==> src/rtl/pong_pkg.sv <==
// pong_pkg: shared types for the ball direction/rally controller.
//   state_e  - rally FSM states
//   DIR_*    - direction codes understood by the ball position block
package pong_pkg;

  typedef enum logic [2:0] {
    ST_IDLE,
    ST_SERVE,
    ST_PLAY,
    ST_SCORED,
    ST_GAME_OVER
  } state_e;

  localparam logic [1:0] DIR_POS  = 2'b10;
  localparam logic [1:0] DIR_NEG  = 2'b01;
  localparam logic [1:0] DIR_NONE = 2'b00;

endpackage

==> src/rtl/ball_hit_detect.sv <==
// ball_hit_detect: combinational collision/miss detection for one game step.
// Ports:
//   x_pos, y_pos                   in  ball top-left corner
//   left_paddle_y, right_paddle_y  in  paddle top edges
//   x_dir, y_dir                   in  current direction codes
//   hit_top, hit_bot               out wall reversal needed
//   hit_lpad, hit_rpad             out paddle face reversal needed
//   miss_l, miss_r                 out ball left the field on that side
module ball_hit_detect
  import pong_pkg::*;
#(
  parameter int SCREEN_W       = 640,
  parameter int SCREEN_H       = 480,
  parameter int BALL_SIZE      = 8,
  parameter int PADDLE_W       = 8,
  parameter int PADDLE_H       = 64,
  parameter int LEFT_PADDLE_X  = 16,
  parameter int RIGHT_PADDLE_X = 616
) (
  input  logic [9:0] x_pos,
  input  logic [9:0] y_pos,
  input  logic [9:0] left_paddle_y,
  input  logic [9:0] right_paddle_y,
  input  logic [1:0] x_dir,
  input  logic [1:0] y_dir,
  output logic       hit_top,
  output logic       hit_bot,
  output logic       hit_lpad,
  output logic       hit_rpad,
  output logic       miss_l,
  output logic       miss_r
);

  // All arithmetic is carried in 11 bits so pos+size never wraps.
  localparam logic [10:0] BS       = 11'(BALL_SIZE);
  localparam logic [10:0] PH       = 11'(PADDLE_H);
  localparam logic [10:0] TOP_LIM  = 11'(SCREEN_H - BALL_SIZE - 1);
  localparam logic [10:0] LPAD_FACE = 11'(LEFT_PADDLE_X + PADDLE_W);
  localparam logic [10:0] RPAD_FACE = 11'(RIGHT_PADDLE_X);
  localparam logic [10:0] SW       = 11'(SCREEN_W);

  logic [10:0] x_ext, y_ext, lp_ext, rp_ext;
  logic        ovl_l, ovl_r;

  assign x_ext  = {1'b0, x_pos};
  assign y_ext  = {1'b0, y_pos};
  assign lp_ext = {1'b0, left_paddle_y};
  assign rp_ext = {1'b0, right_paddle_y};

  assign ovl_l = (y_ext + BS > lp_ext) && (y_ext < lp_ext + PH);
  assign ovl_r = (y_ext + BS > rp_ext) && (y_ext < rp_ext + PH);

  assign hit_top  = (y_dir == DIR_POS) && (y_ext >= TOP_LIM);
  assign hit_bot  = (y_dir == DIR_NEG) && (y_pos == 10'd0);
  assign hit_lpad = (x_dir == DIR_NEG) && (x_ext == LPAD_FACE) && ovl_l;
  assign hit_rpad = (x_dir == DIR_POS) && (x_ext + BS == RPAD_FACE) && ovl_r;
  assign miss_l   = (x_dir == DIR_NEG) && (x_pos == 10'd0);
  assign miss_r   = (x_dir == DIR_POS) && (x_ext + BS >= SW);

endmodule

==> src/rtl/ball_dir_ctrl.sv <==
// ball_dir_ctrl: rally sequencer driving the ball position block
// (ball pause = ~move, ball reset = ball_rst at the top level).
//
// state     | meaning
// ----------+-------------------------------------------------
// IDLE      | waiting for start, ball held
// SERVE     | ball reloaded, counting SERVE_TICKS ticks
// PLAY      | each tick: bounce/miss evaluation, move strobe
// SCORED    | one cycle to decide next serve or game over
// GAME_OVER | scores frozen until start
//
// Ports:
//   clk, reset_n                 clock, async active-low reset
//   tick, start                  game-step strobe, start level
//   x_pos, y_pos                 ball position
//   left_paddle_y/right_paddle_y paddle top edges
//   x_dir, y_dir, move, ball_rst ball block controls (registered)
//   score_l, score_r, game_over  score/status (registered)
module ball_dir_ctrl
  import pong_pkg::*;
#(
  parameter int SCREEN_W       = 640,
  parameter int SCREEN_H       = 480,
  parameter int BALL_SIZE      = 8,
  parameter int PADDLE_W       = 8,
  parameter int PADDLE_H       = 64,
  parameter int LEFT_PADDLE_X  = 16,
  parameter int RIGHT_PADDLE_X = 616,
  parameter int SERVE_TICKS    = 60,
  parameter int WIN_SCORE      = 7
) (
  input  logic       clk,
  input  logic       reset_n,
  input  logic       tick,
  input  logic       start,
  input  logic [9:0] x_pos,
  input  logic [9:0] y_pos,
  input  logic [9:0] left_paddle_y,
  input  logic [9:0] right_paddle_y,
  output logic [1:0] x_dir,
  output logic [1:0] y_dir,
  output logic       move,
  output logic       ball_rst,
  output logic [3:0] score_l,
  output logic [3:0] score_r,
  output logic       game_over
);

  localparam int          CNT_W    = $clog2(SERVE_TICKS + 1);
  localparam logic [CNT_W-1:0] CNT_LAST = CNT_W'(SERVE_TICKS - 1);
  localparam logic [3:0]  WIN      = 4'(WIN_SCORE);

  state_e             state_q, state_d;
  logic [1:0]         x_dir_q, x_dir_d, y_dir_q, y_dir_d, serve_x_q, serve_x_d;
  logic               move_q, move_d, ball_rst_q, ball_rst_d, game_over_q, game_over_d;
  logic [3:0]         score_l_q, score_l_d, score_r_q, score_r_d;
  logic [CNT_W-1:0]   cnt_q, cnt_d;
  logic               hit_top, hit_bot, hit_lpad, hit_rpad, miss_l, miss_r;

  ball_hit_detect #(
    .SCREEN_W      (SCREEN_W),
    .SCREEN_H      (SCREEN_H),
    .BALL_SIZE     (BALL_SIZE),
    .PADDLE_W      (PADDLE_W),
    .PADDLE_H      (PADDLE_H),
    .LEFT_PADDLE_X (LEFT_PADDLE_X),
    .RIGHT_PADDLE_X(RIGHT_PADDLE_X)
  ) u_hit (
    .x_pos         (x_pos),
    .y_pos         (y_pos),
    .left_paddle_y (left_paddle_y),
    .right_paddle_y(right_paddle_y),
    .x_dir         (x_dir_q),
    .y_dir         (y_dir_q),
    .hit_top       (hit_top),
    .hit_bot       (hit_bot),
    .hit_lpad      (hit_lpad),
    .hit_rpad      (hit_rpad),
    .miss_l        (miss_l),
    .miss_r        (miss_r)
  );

  always_comb begin
    state_d    = state_q;
    x_dir_d    = x_dir_q;
    y_dir_d    = y_dir_q;
    serve_x_d  = serve_x_q;
    score_l_d  = score_l_q;
    score_r_d  = score_r_q;
    cnt_d      = cnt_q;
    move_d     = 1'b0;
    ball_rst_d = 1'b0;

    unique case (state_q)
      ST_IDLE: begin
        x_dir_d = DIR_NONE;
        y_dir_d = DIR_NONE;
        if (start) begin
          state_d    = ST_SERVE;
          ball_rst_d = 1'b1;
          cnt_d      = '0;
        end
      end
      ST_SERVE: begin
        if (tick) begin
          if (cnt_q == CNT_LAST) begin
            x_dir_d = serve_x_q;
            y_dir_d = DIR_POS;
            cnt_d   = '0;
            state_d = ST_PLAY;
          end else begin
            cnt_d = cnt_q + 1'b1;
          end
        end
      end
      ST_PLAY: begin
        if (tick) begin
          // A miss ends the rally outright; no wall bounce and no step.
          if (miss_l) begin
            if (score_r_q < WIN) score_r_d = score_r_q + 4'd1;
            serve_x_d = DIR_NEG;
            x_dir_d   = DIR_NONE;
            y_dir_d   = DIR_NONE;
            state_d   = ST_SCORED;
          end else if (miss_r) begin
            if (score_l_q < WIN) score_l_d = score_l_q + 4'd1;
            serve_x_d = DIR_POS;
            x_dir_d   = DIR_NONE;
            y_dir_d   = DIR_NONE;
            state_d   = ST_SCORED;
          end else begin
            move_d = 1'b1;
            if (hit_lpad) x_dir_d = DIR_POS;
            if (hit_rpad) x_dir_d = DIR_NEG;
            if (hit_top)  y_dir_d = DIR_NEG;
            if (hit_bot)  y_dir_d = DIR_POS;
          end
        end
      end
      ST_SCORED: begin
        if (score_l_q == WIN || score_r_q == WIN) begin
          state_d = ST_GAME_OVER;
        end else begin
          state_d    = ST_SERVE;
          ball_rst_d = 1'b1;
          cnt_d      = '0;
        end
      end
      ST_GAME_OVER: begin
        x_dir_d = DIR_NONE;
        y_dir_d = DIR_NONE;
        if (start) begin
          score_l_d  = '0;
          score_r_d  = '0;
          serve_x_d  = DIR_POS;
          cnt_d      = '0;
          ball_rst_d = 1'b1;
          state_d    = ST_SERVE;
        end
      end
      default: state_d = ST_IDLE;
    endcase

    game_over_d = (state_d == ST_GAME_OVER);
  end

  always_ff @(posedge clk or negedge reset_n) begin
    if (!reset_n) begin
      state_q     <= ST_IDLE;
      x_dir_q     <= DIR_NONE;
      y_dir_q     <= DIR_NONE;
      serve_x_q   <= DIR_POS;
      score_l_q   <= '0;
      score_r_q   <= '0;
      cnt_q       <= '0;
      move_q      <= 1'b0;
      ball_rst_q  <= 1'b0;
      game_over_q <= 1'b0;
    end else begin
      state_q     <= state_d;
      x_dir_q     <= x_dir_d;
      y_dir_q     <= y_dir_d;
      serve_x_q   <= serve_x_d;
      score_l_q   <= score_l_d;
      score_r_q   <= score_r_d;
      cnt_q       <= cnt_d;
      move_q      <= move_d;
      ball_rst_q  <= ball_rst_d;
      game_over_q <= game_over_d;
    end
  end

  assign x_dir     = x_dir_q;
  assign y_dir     = y_dir_q;
  assign move      = move_q;
  assign ball_rst  = ball_rst_q;
  assign score_l   = score_l_q;
  assign score_r   = score_r_q;
  assign game_over = game_over_q;

endmodule

==> config.mk <==
export PLATFORM = sky130hd
export DESIGN_NAME = ball_dir_ctrl
export DESIGN_NICKNAME = d
export VERILOG_FILES = /design/src/rtl/pong_pkg.sv /design/src/rtl/ball_hit_detect.sv /design/src/rtl/ball_dir_ctrl.sv
export SDC_FILE = /design/constraint.sdc
export NUM_CORES = 1
export LEC_CHECK = 0
export ABC_AREA = 1
export BUFFER_PORTS_ARGS = -buffer_cell sky130_fd_sc_hd__clkbuf_2
export CAP_MARGIN = 20
export CORE_MARGIN = 1
export CORE_UTILIZATION = 40
export CTS_CLUSTER_DIAMETER = 50
export DETAILED_ROUTE_END_ITERATION = 6
export HOLD_SLACK_MARGIN = 0.08
export PLACE_DENSITY = 0.72
export SLEW_MARGIN = 5
export SYNTH_ARGS = -nofsm -noshare
export SYNTH_HDL_FRONTEND = slang
export SYNTH_SLANG_ARGS = --single-unit
==> constraint.sdc <==
create_clock -name clk -period 1.7 [get_ports clk]
set_clock_uncertainty 0.15 [all_clocks]
set_input_delay 0.34 -clock clk [delete_from_list [all_inputs] [get_ports clk]]
set_output_delay 0.34 -clock clk [all_outputs]
set_load 0.1 [all_outputs]
# Yosys cells after proc, flatten, opt, wreduce, memory -nomap -nowiden
# Cells that the tools add are included.
[word_totals]
register_bits = 26
in_bits = 44
output_inout_bits = 15
[classes]
addsub = 7
order_cmp = 8
eq_ne = 28
muxes = 51
reduce_logical = 24
[ops]
columns = ["cell", "count"]
rows = [
  ["$mux W2", 18],
  ["$mux W4", 8],
  ["$mux W6", 4],
  ["$add A10 B4 Y11 const B", 2],
  ["$add A10 B7 Y11 const B", 2],
  ["$gt A11 B10 Y1", 2],
  ["$lt A10 B11 Y1", 2],
  ["$mux W3", 7],
  ["$logic_not A10 Y1", 2],
  ["$ne A2 B2 Y1 const B", 10],
  ["$pmux W6 S3", 1],
  ["$pmux W4 S2", 2],
  ["$reduce_and A5 Y1", 3],
  ["$pmux W2 S3", 2],
  ["$pmux W3 S4", 1],
  ["$eq A11 B10 Y1 const B", 1],
  ["$ge A11 B10 Y1 const B", 1],
  ["$eq A10 B5 Y1 const B", 1],
  ["$ge A10 B9 Y1 const B", 1],
  ["$logic_and A1 B1 Y1", 10],
  ["$ne A5 B5 Y1 const B", 2],
  ["$add A4 B1 Y4 const B", 2],
  ["$eq A4 B3 Y1 const B", 2],
  ["$lt A4 B3 Y1 const B", 2],
  ["other kinds (19)", 30],
]

# Logic depth before layout (Yosys ltp)
[depth]
depth_word = 10
depth_mapped = 17
ltp_nobuf = 17

# Hierarchy
# A second synthesis with hierarchy kept.
[unflattened]
cells_unflattened = 447
area_unflattened_um2 = 3017.9
[by_module_without_submodules]
columns = ["mod", "instances", "cells_per_inst", "area_per_inst_um2", "seq_area_each_um2"]
rows = [
  ["ball_dir_ctrl", 1, 207, 1569.0, 651.9],
  ["ball_hit_detect", 1, 240, 1448.9, 0.0],
]

# Least setup slack after synthesis
# OpenSTA, ideal clock, no wires.
[synth_path]
kind = "register to register"
startpoint = "register score_r_q[0] (netlist: score_r[0])"
endpoint = "register cnt_q[5]"
setup_time_ps = 104
arrival_time_ps = 2051
required_ps = 1446
slack_ps = -605
path_stages_with_launch = 9
n_path_buf = 0
synth_period_minus_slack_ps = 2305
cell_sequence = "dfrtp_1 > ha_1 > nand3_1 > o21ai_0 > nand2_1 > nand3_2 > nor3_2 > nand2_1 > a221oi_1"
[synth_between]
elab_chain_cells = 4
[synth_lines]
columns = ["item", "line_no", "text"]
rows = [
  ["from (decl)", "ball_dir_ctrl.sv:56", "logic [3:0] score_l_q, score_l_d, score_r_q, score_r_d;"],
  ["from (signal assigned)", "ball_dir_ctrl.sv:185", "score_r_q <= score_r_d;"],
  ["$eq A4 B3 Y1", "ball_dir_ctrl.sv:141", "if (score_l_q == WIN || score_r_q == WIN) begin"],
  ["$logic_or A1 B1 Y1", "ball_dir_ctrl.sv:141", ""],
  ["$ne A2 B2 Y1 (no source line)", "--", ""],
  ["$reduce_and A4 Y1 (no source line)", "--", ""],
  ["to (signal assigned)", "ball_dir_ctrl.sv:186", "cnt_q <= cnt_d;"],
  ["to (decl)", "ball_dir_ctrl.sv:57", "logic [CNT_W-1:0] cnt_q, cnt_d;"],
]
# No other way between the ends.
# A chain may end at the register's enable or synchronous reset.

# Final worst setup path
[layout_path]
startpoint = "input port y_pos[4]"
endpoint = "register x_dir_q[0] (netlist: x_dir[0])"
[layout_between]
elab_chain_cells = 9
word_cells_on_any_way = 16
classes_between = "add/sub: 1; order compare: 4; eq/ne: 1; mux: 5; reduce/logical: 5"
[layout_lines]
columns = ["item", "line_no", "text"]
rows = [
  ["from (decl)", "ball_dir_ctrl.sv:37", "input logic [9:0] y_pos,"],
  ["$add A10 B4 Y11", "ball_hit_detect.sv:50, ball_hit_detect.sv:51", ""],
  ["$gt A11 B10 Y1", "ball_hit_detect.sv:51", "assign ovl_r = (y_ext + BS > rp_ext) && (y_ext < rp_ext + PH);"],
  ["$logic_and A1 B1 Y1", "ball_hit_detect.sv:51", ""],
  ["$logic_and A1 B1 Y1", "ball_hit_detect.sv:56", "assign hit_rpad = (x_dir == DIR_POS) && (x_ext + BS == RPAD_FACE) && ovl_r;"],
  ["$mux W2", "ball_dir_ctrl.sv:134", "if (hit_rpad) x_dir_d = DIR_NEG;"],
  ["$mux W2", "ball_dir_ctrl.sv:125", "end else if (miss_r) begin"],
  ["$mux W2", "ball_dir_ctrl.sv:119", "if (miss_l) begin"],
  ["$mux W2", "ball_dir_ctrl.sv:117", "if (tick) begin"],
  ["$pmux W2 S3", "ball_dir_ctrl.sv:94", "unique case (state_q)"],
  ["to (signal assigned)", "ball_dir_ctrl.sv:181", "x_dir_q <= x_dir_d;"],
  ["to (decl)", "ball_dir_ctrl.sv:54", "logic [1:0] x_dir_q, x_dir_d, y_dir_q, y_dir_d, serve_x_q, serve_x_d;"],
]
# Several ways; a longest one is shown, not always the timed one. The select of a mux whose other input is x is not followed.

==> metrics.txt <==
Max Root-Sink Buffers 2; total overflow reported by the global router 0; WHS Path Cells 2; initial DRC count 153; synth top area cells dfrtp_1 (22%), ha_1 (18%), nand2_1 (12%), inv_1 (9.2%), nand3_1 (7.3%); HP Class in2reg; # setup viols final 9; Buf/Inv on CP 3; highest clock rate 479 MHz; Die ar. 7490 sq um; Starting Density 0.416; Synth Flop Type dfrtp_1; Placed Area between 4000 and 5000 sq um; family with the most delay on the worst path simple AND/OR/NAND/NOR gates; Final Hold Viols 0; Die X about 87 microns; fin crit period about 2.1 ns; share of the synthesized area in the top cell type 0.219; CORE AREA just under 7000 sq um; CP startpoint y_pos[4]; number of global-route vias before repair 3375; most common cell in the netlist nand2_1; Clk Latency, worst-skew pair 0.28 ns; number of diodes 0; Hold Startpoint start; r2r setup slk -0.12 ns; RePlAce Congestion 0.904; WL/cell 14.3 microns; Rel. slew slack 0.643; Final Cell Area 4630 sq um; IR drop worst, VDD approximately 0.6 mV; # port buffers 58; Total Routing Usage GR 0.239; cells along the critical path buf_8 > ha_4 > nand2_4 > inv_6 > nand2_4 > xor2_2 > ha_1 > inv_2 > nor2_1 > nand3_1 > nand3_1 > nor2_1 > nand3_2 > nand3_4 > nand2_2 > nand2_1 > nand2_1; synthesized area 2860 sq um; # rows 30; RSZ-0062 raised after global routing true; Slew Viols, Final 0; Power Dens Cells 732 nW/um^2; htree depth 1; #FFs+latches synth 26; Post-synth EDFFs 0; Worst EP required between 1.5 and 2 ns; Via density 5.15; sequential area share after synthesis 0.228; failing checks negative setup slack; # fillers between 500 and 600; worst flop-to-flop path endpoint x_dir[0]; Worst Setup End Kind flop; area leader, netlist dfrtp_1; Static Leak 2.44 nW; first-pass GRT wire length 14.3 mm; largest net degree at the start of global routing 16; initial antenna violation count 0; Syn-to-layout area delta 61.9%; storage element area ~690 sq um; Critical Path Slowest Stage Cell ha_1; fin crit share 1.23; vias roughly 3500; io pins 59; clk slew on worst S/H paths 0.09 ns; FFs w/ async S/R, synth 1.00; CTS tree done; Crit path arrival time 2.12 ns; CP Launch Type primary input; DRC 0; r2r startpoint state_q[1]; setup slack at placement -0.680 ns; cts bufs inserted 3; Hold EP state_q[2]; maximum fanout along the worst path 4; share of cells above drive strength 1 0.458; area occupied by multi-input gates 2320 sq um; Setup WS post-layout -0.386 ns; nets 660; Critical Path Max Stage Delay a little under 0.3 ns; total power 3.39 mW; Least-Margin Pin Slew 0.537 ns; # Max-Cap Violations 0; die extent in y 86.6 microns; Synth cell types 36; Syn Inst Count 424; Total Wirelength 9.61 mm; drt pass-1 iters 5; post-DP HPWL approximately 6.7 mm; Mean Syn Cell Area 6.75 sq um; outcome complete, but fails checks; root buffer cell clkbuf_8; FF-to-FF path depth 11; Synthesis Warnings 0; DRT antenna net count 0; most frequent cells after synthesis nand2_1 (94), inv_1 (70), nor2_1 (43), nand3_1 (42), ha_1 (41); clk sinks 26; Syn Nets 509; worst setup path category in2reg
flip-flops by register name, indices dropped and copies added, names as in the netlist:
| register | count |
|---|---|
| state_q | 3 |
| score_l | 4 |
| ball_rst | 1 |
| cnt_q | 6 |
| y_dir | 2 |
| score_r | 4 |
| move | 1 |
| game_over | 1 |
| x_dir | 2 |
| serve_x_q | 2 |
layout by cell type, fill, tap and decap left out, drive strengths merged, types with 5 or more instances in the layout:
master | netlist | final
dfrtp | 25 | 25
inv | 76 | 76
o21ai | 16 | 16
ha | 41 | 41
nand2 | 102 | 102
xor2 | 5 | 5
nor2 | 47 | 47
nor3 | 12 | 12
nand4 | 14 | 14
a21oi | 22 | 22
clkbuf | 0 | 45
buf | 1 | 104
nand3 | 45 | 45
worst register-to-register path, stage by stage, from the launching register on:
cell     delay (ns)
dfrtp_1        0.44
inv_2          0.08
nor3_4         0.22
buf_6          0.14
nor2_2         0.05
inv_2          0.09
o22ai_4        0.08
nor2_4         0.18
buf_4          0.14
nand2_2        0.05
nand2_1        0.06
nand2_1        0.04
final cells by class:
cell class,instances,area share
clock buffer,3,0.00892
tap,96,0.0259
multi-input combinational,321,0.502
timing repair buffer,147,0.244
sequential,26,0.148
inverter,76,0.0649
clock inverter,1,0.00649
what timing repair did:
action                                  4_1_cts  5_1_grt
gates cloned                                  0        0
resized for setup                            26       75
endpoints found under the hold margin        11        0
pin swaps                                    21       33
endpoints found under the setup margin       13       17
hold buffers                                  1        0
buffers inserted                              9       11
stage by stage:
step	instances	TNS, ns	hold WS, ns	utilization
after floorplan	424	-1.11	-0.106	-
after global placement	647	-2.52	0.112	0.585
after detailed placement	647	-3.09	0.126	0.585
after CTS	660	-0.633	0.143	0.622
after global routing	670	-1.93	0.163	0.674
final	670	-0.987	0.142	0.674
how the worst max path moves through the flow:
stage	end	depth (start not counted)	slack [ns]
after global placement	x_dir[1]	16	-0.59
after CTS	x_dir[1]	17	-0.30
after global routing	x_dir[0]	17	-0.49
after detailed placement	x_dir[1]	16	-0.68
final	x_dir[0]	17	-0.39
after floorplan	x_dir[1]	16	-0.34
cells by family after synthesis:
kind of cell	synth area share
XOR/XNOR	0.0214
AO/OA/AOI/OAI	0.0875
flip-flops	0.228
AND/OR/NAND/NOR	0.381
buffers and inverters	0.102
adder cells (fa/ha/maj)	0.179
where the power goes:
group	total, mW	switching (mW)	internal, mW
combinational	2.00	1.17	0.837
sequential	0.860	0.101	0.759
clock	0.526	0.211	0.316
total	3.39	1.48	1.91
layer usage:
layer	global-route usage	vias up	share of wire
met1	0.282	1602	0.41
met4	0.0894	0	0.024
met2	0.449	122	0.53
met3	0.0200	26	0.042
li1	-	1701	-
met5	0	-	0
Power figures use the tool's default switching activity.
